`config.mk`:
```
export PLATFORM = sky130hd
export DESIGN_NAME = veerwolf_uart_rx
export DESIGN_NICKNAME = d
export VERILOG_FILES = /design/src/rtl/veerwolf_uart_rx.sv
export SDC_FILE = /design/constraint.sdc
export NUM_CORES = 1
export LEC_CHECK = 0
export ABC_AREA = 1
export CAP_MARGIN = 10
export CORE_ASPECT_RATIO = 1.4
export CORE_MARGIN = 2
export CORE_UTILIZATION = 55
export CTS_CLUSTER_SIZE = 40
export DETAILED_ROUTE_END_ITERATION = 10
export PLACE_DENSITY_LB_ADDON = 0.12
export SETUP_SLACK_MARGIN = 0.4
export SLEW_MARGIN = 20
export SYNTH_ARGS = -nofsm -noshare
export SYNTH_HDL_FRONTEND = slang
export SYNTH_SLANG_ARGS = --single-unit
```
`constraint.sdc`:
```
create_clock -name clk_core -period 5.3 [get_ports clk_core]
set_clock_uncertainty 0.1 [all_clocks]
set_input_delay 1.06 -clock clk_core [delete_from_list [all_inputs] [get_ports clk_core]]
set_output_delay 1.06 -clock clk_core [all_outputs]
set_load 0.01 [all_outputs]
```
`src/rtl/veerwolf_uart_rx.sv`:
```
// veerwolf_uart_rx: 8N1 UART receiver feeding a first-word-fall-through byte FIFO.
// Ports: clk_core/rst_core (sync, active high); i_uart_rx serial in (idle high);
//        o_rdata/o_rvalid/i_rready byte stream; o_frame_err/o_overrun one-cycle pulses;
//        o_frame_err_cnt/o_overrun_cnt saturating 8-bit error counts.
module veerwolf_uart_rx #(
   parameter int CLK_FREQ_HZ = 50_000_000,
   parameter int BAUD_RATE   = 115_200,
   parameter int FIFO_DEPTH  = 8
) (
   input  logic       clk_core,
   input  logic       rst_core,
   input  logic       i_uart_rx,
   output logic [7:0] o_rdata,
   output logic       o_rvalid,
   input  logic       i_rready,
   output logic       o_frame_err,
   output logic       o_overrun,
   output logic [7:0] o_frame_err_cnt,
   output logic [7:0] o_overrun_cnt
);

   localparam int CPB = CLK_FREQ_HZ / BAUD_RATE;
   localparam int TW  = $clog2(CPB) + 1;
   localparam int AW  = $clog2(FIFO_DEPTH);

   localparam logic [TW-1:0] T_LAST = TW'(CPB - 1);
   localparam logic [TW-1:0] T_HALF = TW'(CPB / 2 - 1);

   typedef enum logic [2:0] {
      S_IDLE,
      S_START,
      S_DATA,
      S_STOP,
      S_BREAK
   } state_t;

   logic          rx_m;
   logic          rx_s;
   state_t        state;
   logic [TW-1:0] timer;
   logic [2:0]    idx;
   logic [7:0]    shreg;

   logic [7:0]    mem [FIFO_DEPTH];
   logic [AW:0]   wptr;
   logic [AW:0]   rptr;

   logic          tick;
   logic          empty;
   logic          full;
   logic          pop;
   logic          stop_ok;
   logic          stop_bad;
   logic          push;
   logic          drop;

   // Two-flop synchronizer, preset to the idle level.
   always_ff @(posedge clk_core) begin
      if (rst_core) begin
         rx_m <= 1'b1;
         rx_s <= 1'b1;
      end else begin
         rx_m <= i_uart_rx;
         rx_s <= rx_m;
      end
   end

   assign tick     = (timer == T_LAST);
   assign stop_ok  = (state == S_STOP) && tick && rx_s;
   assign stop_bad = (state == S_STOP) && tick && !rx_s;

   assign empty = (wptr == rptr);
   assign full  = (wptr[AW] != rptr[AW]) &&
                  (wptr[AW-1:0] == rptr[AW-1:0]);
   assign pop   = !empty && i_rready;

   // A pop in the same cycle frees the slot, so a full FIFO still accepts.
   assign push  = stop_ok && (!full || pop);
   assign drop  = stop_ok && full && !pop;

   always_ff @(posedge clk_core) begin
      if (rst_core) begin
         state <= S_IDLE;
         timer <= '0;
         idx   <= '0;
         shreg <= '0;
      end else begin
         unique case (state)
            S_IDLE: begin
               timer <= '0;
               if (!rx_s) state <= S_START;
            end
            S_START: begin
               if (timer == T_HALF) begin
                  timer <= '0;
                  idx   <= '0;
                  // Line back high at mid start bit: treat as a glitch.
                  state <= rx_s ? S_IDLE : S_DATA;
               end else begin
                  timer <= timer + 1'b1;
               end
            end
            S_DATA: begin
               if (tick) begin
                  timer      <= '0;
                  shreg[idx] <= rx_s;
                  idx        <= idx + 1'b1;
                  if (idx == 3'd7) state <= S_STOP;
               end else begin
                  timer <= timer + 1'b1;
               end
            end
            S_STOP: begin
               if (tick) begin
                  timer <= '0;
                  state <= rx_s ? S_IDLE : S_BREAK;
               end else begin
                  timer <= timer + 1'b1;
               end
            end
            S_BREAK: begin
               // Stay here while the line is held low so a break
               // produces exactly one frame error.
               timer <= '0;
               if (rx_s) state <= S_IDLE;
            end
            default: state <= S_IDLE;
         endcase
      end
   end

   always_ff @(posedge clk_core) begin
      if (rst_core) begin
         o_frame_err     <= 1'b0;
         o_overrun       <= 1'b0;
         o_frame_err_cnt <= '0;
         o_overrun_cnt   <= '0;
      end else begin
         o_frame_err <= stop_bad;
         o_overrun   <= drop;
         if (stop_bad && o_frame_err_cnt != 8'hFF)
            o_frame_err_cnt <= o_frame_err_cnt + 1'b1;
         if (drop && o_overrun_cnt != 8'hFF)
            o_overrun_cnt <= o_overrun_cnt + 1'b1;
      end
   end

   always_ff @(posedge clk_core) begin
      if (rst_core) begin
         wptr <= '0;
         rptr <= '0;
      end else begin
         if (push) wptr <= wptr + 1'b1;
         if (pop)  rptr <= rptr + 1'b1;
      end
   end

   always_ff @(posedge clk_core) begin
      if (push) mem[wptr[AW-1:0]] <= shreg;
   end

   // Storage is not reset; mask the head so o_rdata reads 0 when empty.
   assign o_rvalid = !empty;
   assign o_rdata  = empty ? 8'h00 : mem[rptr[AW-1:0]];

endmodule

```
==> results of run 1 <==
## power groups by stage
stage	clock network, W	logic, W	registers [W]
after floorplan	0	0.000256	0.00103
after global placement	0	0.000306	0.00105
after detailed placement	0	0.000315	0.00105
after CTS	0.00111	0.000317	0.00103
after global routing	0.00116	0.000359	0.00104
final	0.00110	0.000319	0.00104
## critical path: stages (launching register included)
cell and delay, ns:
dfxtp_1 0.30, buf_4 0.22, inv_1 0.70, nor2_1 0.08, o32ai_1 0.29, o21ai_0 0.13
nor2_1 0.13, clkdlybuf4s50_1 0.55
## path summary, 6_finish.rpt
| check | endpoint |
|---|---|
| min reg2reg | rx_s |
| min | rx_s |
| max reg2reg | mem[2][2] |
| max | o_rdata[5] |
## stage by stage
stage / worst slack [ns] / area, µm² / instances / hold slack (ns) / utilization, %
global placement: 1.77 / 5820 / 746 / 0.297 / 61.2
global route: 1.13 / 6420 / 777 / 0.332 / 67.5
CTS: 1.31 / 6410 / 777 / 0.314 / 67.4
floorplan: 2.73 / 5420 / 601 / 0.289 / -
finish: 1.32 / 6420 / 777 / 0.311 / 67.5
detailed placement: 1.73 / 5830 / 746 / 0.303 / 61.3
## synth_stat cells (2+ instances only)
library cell  number  area share, %
nor2_1           117            8.1
nand2_1           82            5.7
edfxtp_1          64             35
dfxtp_1           55             20
inv_1             49            3.4
o21ai_0           38            3.5
a21oi_1           35            3.2
nor3_1            22            2.0
nand3_1           19            1.8
nand4_1           18            2.1
clkbuf_1          16            1.1
o32ai_1           16            2.6
ha_1               9            2.1
inv_2              9           0.62
nor2_2             7           0.81
nor2_4             6            1.2
o21ai_1            6           0.55
xor2_1             6           0.97
nand2_2            4           0.46
nand2_4            3           0.62
nor3b_1            3           0.42
a31oi_1            2           0.23
nand3_2            2           0.37
nand3b_4           2           0.74
or2_2              2           0.23
## registers in the layout (all words and copies together), names as in the netlist, named ones only
signal,cells
o_frame_err,1
idx,3
o_overrun,1
shreg,8
wptr,4
rx_m,1
mem,64
o_overrun_cnt,8
timer,10
state,3
rptr,4
o_frame_err_cnt,8
rx_s,1
## metal layers
metal / share of wire (%) / vias up / global-route usage [%]
met5: 0 / - / 0
met3: 2.7 / 24 / 5.03
met1: 39 / 2000 / 24.9
met4: 2.0 / 0 / 11.0
met2: 56 / 84 / 44.5
li1: - / 2112 / -
## cells by family (layout without fill, tap and decap cells)
group,Yosys count,count (layout)
and+or+nand+nor,291,291
DFF,119,119
AOI/OAI and AO/OA,98,98
buffers and inverters,77,121
adders and majority gates,9,9
xor gates and xnor gates,7,7
## layout make-up
type,instances,share of cell area (%)
repair buffers,32,4.91
flip-flops and latches,119,47.1
clock buffers,17,6.63
inverters,58,3.39
clock inverters,14,2.36
multi-input cells,405,33.0
well taps,132,2.57
==> results by group, run 1 <==
Floorplan
  – Core area: 9510 µm²
  – Initial Utilization: 57.0%
  – Die Height: 122 µm
  – FP Rows: 42
  – Io pins: 31
  – Die W: 87.9 µm
  – DIE AREA: 10700 µm²

Synthesis
  – Synth Flop Type: edfxtp_1
  – Post-Syn Area: 5420 µm²
  – YS warnings: 0
  – Syn nets: 614
  – Mux share of post-synthesis cell area: 0%
  – Simple-gate portion of the synthesized area: 25.3%
  – Number of synthesized flops with an enable pin: 64
  – Synthesized instance count: 601
  – Register area share after synthesis: 55.7%
  – Synth Area in Compound Gates: 10.2%
  – Largest family of logic cells by synthesized area: simple AND/OR/NAND/NOR gates
  – Async SR Flop Fraction: 0%
  – Number of library cell types mapped by synthesis: 34
  – Post-synthesis adder-cell area fraction: 2.08%
  – Synth Area per Inst: 9.02 µm²
  – XOR/XNOR Fraction of Synth Area: 1.13%
  – Flops & latches, synth: 119

Routing
  – WL/cell: 15.4 µm
  – Vias per inst: 5.43
  – DRT iter0 DRCs: 204
  – DR pass1 iterations: 7
  – DRC errors left: 0
  – ANT nets after route: 0
  – Overall routed net length: 11900 µm
  – Via count: 4220

Critical path
  – Critical path data required time: 4.14 ns
  – Crit Reg-Reg Startpoint: timer[1]
  – R2R cell count: 8
  – Flop-to-flop setup slack: 2.61 ns
  – Critical path endpoint category: primary output
  – CP Data Arrival Time: 2.82 ns
  – CP startpoint kind: flip-flop
  – Crit Path Max Fanout: 33
  – CP Class: flip-flop to primary output

Layout
  – Sequential cell area: 3020 µm²
  – Most common cell after layout, fill and taps aside: nor2_1
  – Area Growth Syn to Fin: 18.3%
  – Most frequent cells in the layout: nor2_1 (117), nand2_1 (82), edfxtp_1 (64)
  – Footprint of the multi-input gates: 2120 µm²
  – Filler cell count: 768
  – N_diodes: 0
  – Final #Nets: 646
  – Share of cells above drive strength 1: 11.3%

Timing
  – Final setup violation count: 0
  – Hold Violations, Final: 0
  – Worst-margin pin slew: 1.04 ns
  – Crit share post-route: 75.0%
  – Fin Setup TNS: 0 ns
  – Rel. slew slack: 30.0%
  – Final critical-path required period: 3.98 ns
  – Unrepaired setup endpoints after global routing: no
  – Fmax: 0.252 GHz
  – Fin. max-slew vios: 0

Power and ir drop
  – Reg power frac: 42.1%
  – Clk pwr share: 44.9%
  – Overall Power: 0.00246 W
  – Comb power frac: 13.0%
  – Power Dens Cells: 383 nW/µm²
  – Switching share of power: 27.0%
  – Max VDD drop: 0.353 mV
  – Lkg Pwr: 2.30 nW
  – P_int: 0.00179 W
  – Switching pwr: 0.000664 W

Clock tree
  – Clock Pin Slew Worst Setup and Hold Paths: 0.06 ns
  – H-tree depth: 4
  – CTS Hold Buffers Added: 0
  – Clk Tree Root Cell: clkbuf_16
  – Clock buffer count from CTS: 17
  – Setup Fix Bufs, Post-CTS: 0
  – Post-cts sizing count: 0
  – Max clock buf depth: 2
  – Clock latency on the worst-skew pair: 0.41 ns
  – CTS tree: done
  – Num Clock Sinks: 119

Hold path
  – Hold Crit Depth: 1
  – Hold Path Class: flip-flop to flip-flop
  – Hold path start: rx_m

Global route
  – Largest net degree at the start of global routing: 34
  – Vias in the first global route: 4104
  – Tot GR Track Use: 23.8%
  – First-pass GRT wire length: 19100 µm
  – Initial antenna violation count: 0
  – GR Overflow Total: 0

Outcome
  – Status: finished, final reports clean

Place
  – Routability cong.: 0.827
  – Port Buf Inserts: 30
  – Post-DP HPWL: 8290 µm

Run
  – Max_cap viols: 0
No activity file was read; power rests on OpenSTA's default activity.
==> run 2, diff against run 1 <==
==> constraint.sdc (replaced) <==
create_clock -name clk_core -period 3.82 [get_ports clk_core]
set_clock_uncertainty 0.1 [all_clocks]
set_input_delay 0.764 -clock clk_core [delete_from_list [all_inputs] [get_ports clk_core]]
set_output_delay 0.764 -clock clk_core [all_outputs]
set_load 0.01 [all_outputs]
==> results by group, run 2 (synthesized netlist as in run 1, its figures left out) <==
Global route
  – Tot GR Track Use: 23.6% (was 23.8%)
  – Initial antenna violation count: 0 (unchanged)
  – Vias in the first global route: 4188 (was 4104)
  – First-pass GRT wire length: 19300 µm (was 19100 µm)
  – GR Overflow Total: 0 (unchanged)
  – Largest net degree at the start of global routing: 33 (was 34)

Layout
  – Final Cell Area: 6490 µm² (was 6420 µm²)
  – Max reg flops: 64 (unchanged)
  – Post-Layout Cell Count: 786 (was 777)
  – N_diodes: 0 (unchanged)
  – Area Growth Syn to Fin: 19.6% (was 18.3%)
  – Footprint of the multi-input gates: 2100 µm² (was 2120 µm²)
  – Share of cells above drive strength 1: 11.9% (was 11.3%)
  – Sequential cell area: 3020 µm² (about the same)
  – Filler cell count: 724 (was 768)
  – Final #Nets: 654 (was 646)
  – Most frequent cells in the layout: nor2_1 (117), nand2_1 (82), edfxtp_1 (64) (unchanged)
  – Most common cell after layout, fill and taps aside: nor2_1 (unchanged)
  – Final Util: 68.2% (was 67.5%)

Timing
  – Fmax: 0.315 GHz
  – Worst Hold Margin: 0.308 ns (was 0.311 ns)
  – Final critical-path required period: 3.17 ns
  – Hold Violations, Final: 0 (unchanged)
  – Fin Setup TNS: 0 ns (unchanged)
  – Rel. slew slack: 50.4% (was 30.0%)
  – Final setup violation count: 0 (unchanged)
  – Unrepaired setup endpoints after global routing: no (unchanged)
  – Worst-margin pin slew: 0.741 ns (was 1.04 ns)
  – Fin. max-slew vios: 0 (unchanged)
  – Crit share post-route: 83.0%

Critical path
  – CP cell instances: inv_1 > buf_4 > nor2_1 > o32ai_1 > nor2_1 > nor2_1 > clkdlybuf4s50_1 (was buf_4 > inv_1 > nor2_1 > o32ai_1 > o21ai_0 > nor2_1 > clkdlybuf4s50_1)
  – Crit path buf inv count: 3 (unchanged)
  – Critical path capture point: o_rdata[1] (was o_rdata[5])
  – CP startpoint kind: flip-flop (unchanged)
  – Crit path depth: 7 (unchanged)
  – Critical path endpoint category: primary output (unchanged)
  – Reg2Reg Capture Point: mem[6][4] (was mem[2][2])
  – Worst path top cell family by delay: buffers and inverters (unchanged)
  – Critical path's slowest cell: clkdlybuf4s50_1 (was inv_1)
  – Critical path data required time: 2.96 ns (was 4.14 ns)
  – Flop-to-flop setup slack: 1.39 ns (was 2.61 ns)
  – CP Data Arrival Time: 2.31 ns (was 2.82 ns)
  – Crit Reg-Reg Startpoint: timer[1] (unchanged)
  – R2R cell count: 8 (unchanged)
  – Largest stage delay, worst path: 0.55 ns (was 0.70 ns)
  – CP Class: flip-flop to primary output (unchanged)
  – Crit Path Max Fanout: 28 (was 33)
  – Most frequent CP cell: nor2_1 (unchanged)

Clock tree
  – Clock latency on the worst-skew pair: 0.40 ns (was 0.41 ns)
  – Setup Fix Bufs, Post-CTS: 0 (unchanged)
  – Clk Tree Root Cell: clkbuf_16 (unchanged)
  – Clock Pin Slew Worst Setup and Hold Paths: 0.06 ns (about the same)
  – CTS Hold Buffers Added: 0 (unchanged)
  – Clock buffer count from CTS: 17 (unchanged)
  – Num Clock Sinks: 119 (unchanged)
  – Post-cts sizing count: 0 (unchanged)
  – CTS tree: done (unchanged)
  – Max clock buf depth: 2 (unchanged)
  – H-tree depth: 4 (unchanged)

Floorplan
  – Die Height: 122 µm (unchanged)
  – Core area: 9510 µm² (unchanged)
  – DIE AREA: 10700 µm² (unchanged)
  – Initial Utilization: 57.0% (unchanged)
  – Io pins: 31 (unchanged)
  – FP Rows: 42 (unchanged)
  – Die W: 87.9 µm (unchanged)

Place
  – Post-DP Area: 5880 µm² (was 5830 µm²)
  – Routability cong.: 0.834 (was 0.827)
  – Post-DP HPWL: 8170 µm (was 8290 µm)
  – Port Buf Inserts: 30 (unchanged)
  – Dpl cells: 754 (was 746)

Hold path
  – Hold Path Class: flip-flop to flip-flop (unchanged)

Outcome
  – Status: finished, final reports clean (unchanged)

Routing
  – Overall routed net length: 11400 µm (was 11900 µm)
  – ANT nets after route: 0 (unchanged)
  – Via count: 4190 (was 4220)
  – WL/cell: 14.6 µm (was 15.4 µm)
  – DRC errors left: 0 (unchanged)
  – DR pass1 iterations: 4 (was 7)
  – DRT iter0 DRCs: 311 (was 204)
  – Vias per inst: 5.33 (was 5.43)

Power and ir drop
  – Max VDD drop: 0.500 mV (was 0.353 mV)
  – Power Dens Cells: 535 nW/µm² (was 383 nW/µm²)
  – Lkg Pwr: 2.34 nW (was 2.30 nW)

Run
  – Max_cap viols: 0 (unchanged)
run 2: changes by cell type in the layout (fill, tap and decap cells not counted), sizes merged:
cell      previous run  this run
buf                  2        10
bufinv               2         3
clkbuf              17        18
clkinv               7         6
clkinvlp             2         3
inv                 61        60
run 2: cell type report:
class	count	area share [%]
inverters	58	3.36
well taps	132	2.55
repair buffers	40	5.79
flip-flops and latches	119	46.6
clock inverters	14	2.70
clock buffers	18	6.62
multi-input cells	405	32.4
run 2: where the power goes:
group          internal [W]  switching, W
logic              0.000157      0.000288
registers           0.00138     0.0000579
clock network       0.00103      0.000564
run 2: metrics by stage:
| stage | setup WS [ns] | power (W) |
|---|---|---|
| 2_1_floorplan | 1.54 | 0.00179 |
| 3_3_place_gp | 0.951 | 0.00189 |
| 3_5_place_dp | 0.921 | 0.00190 |
| 4_1_cts | 0.498 | 0.00350 |
| 5_1_grt | 0.486 | 0.00364 |
| 6_report | 0.649 | 0.00347 |
run 2: routing by layer:
layer | vias up | global-route usage (%) | wire length (µm)
met3 | 19 | 5.71 | 325
met1 | 1969 | 26.4 | 4650
li1 | 2130 | - | -
met5 | - | 0 | 0
met2 | 72 | 41.9 | 6280
met4 | 0 | 10.3 | 193
run 2: worst reg2reg max path: stages, from the launching register on:
cell	delay [ns]
dfxtp_1	0.32
inv_1	0.10
ha_1	0.18
nand3_1	0.13
nor2_4	0.17
nand3_2	0.14
nor2_4	0.19
nand2_1	0.14
nor2_1	0.59
run 2: how the worst min path moves through the flow:
stage,end,depth (start not counted),from
after detailed placement,rx_s,1,rx_m
after global placement,rx_s,1,rx_m
after CTS,rx_s,1,rx_m
final,rx_s,1,rx_m
after floorplan,rx_s,1,rx_m
after global routing,rx_s,1,rx_m
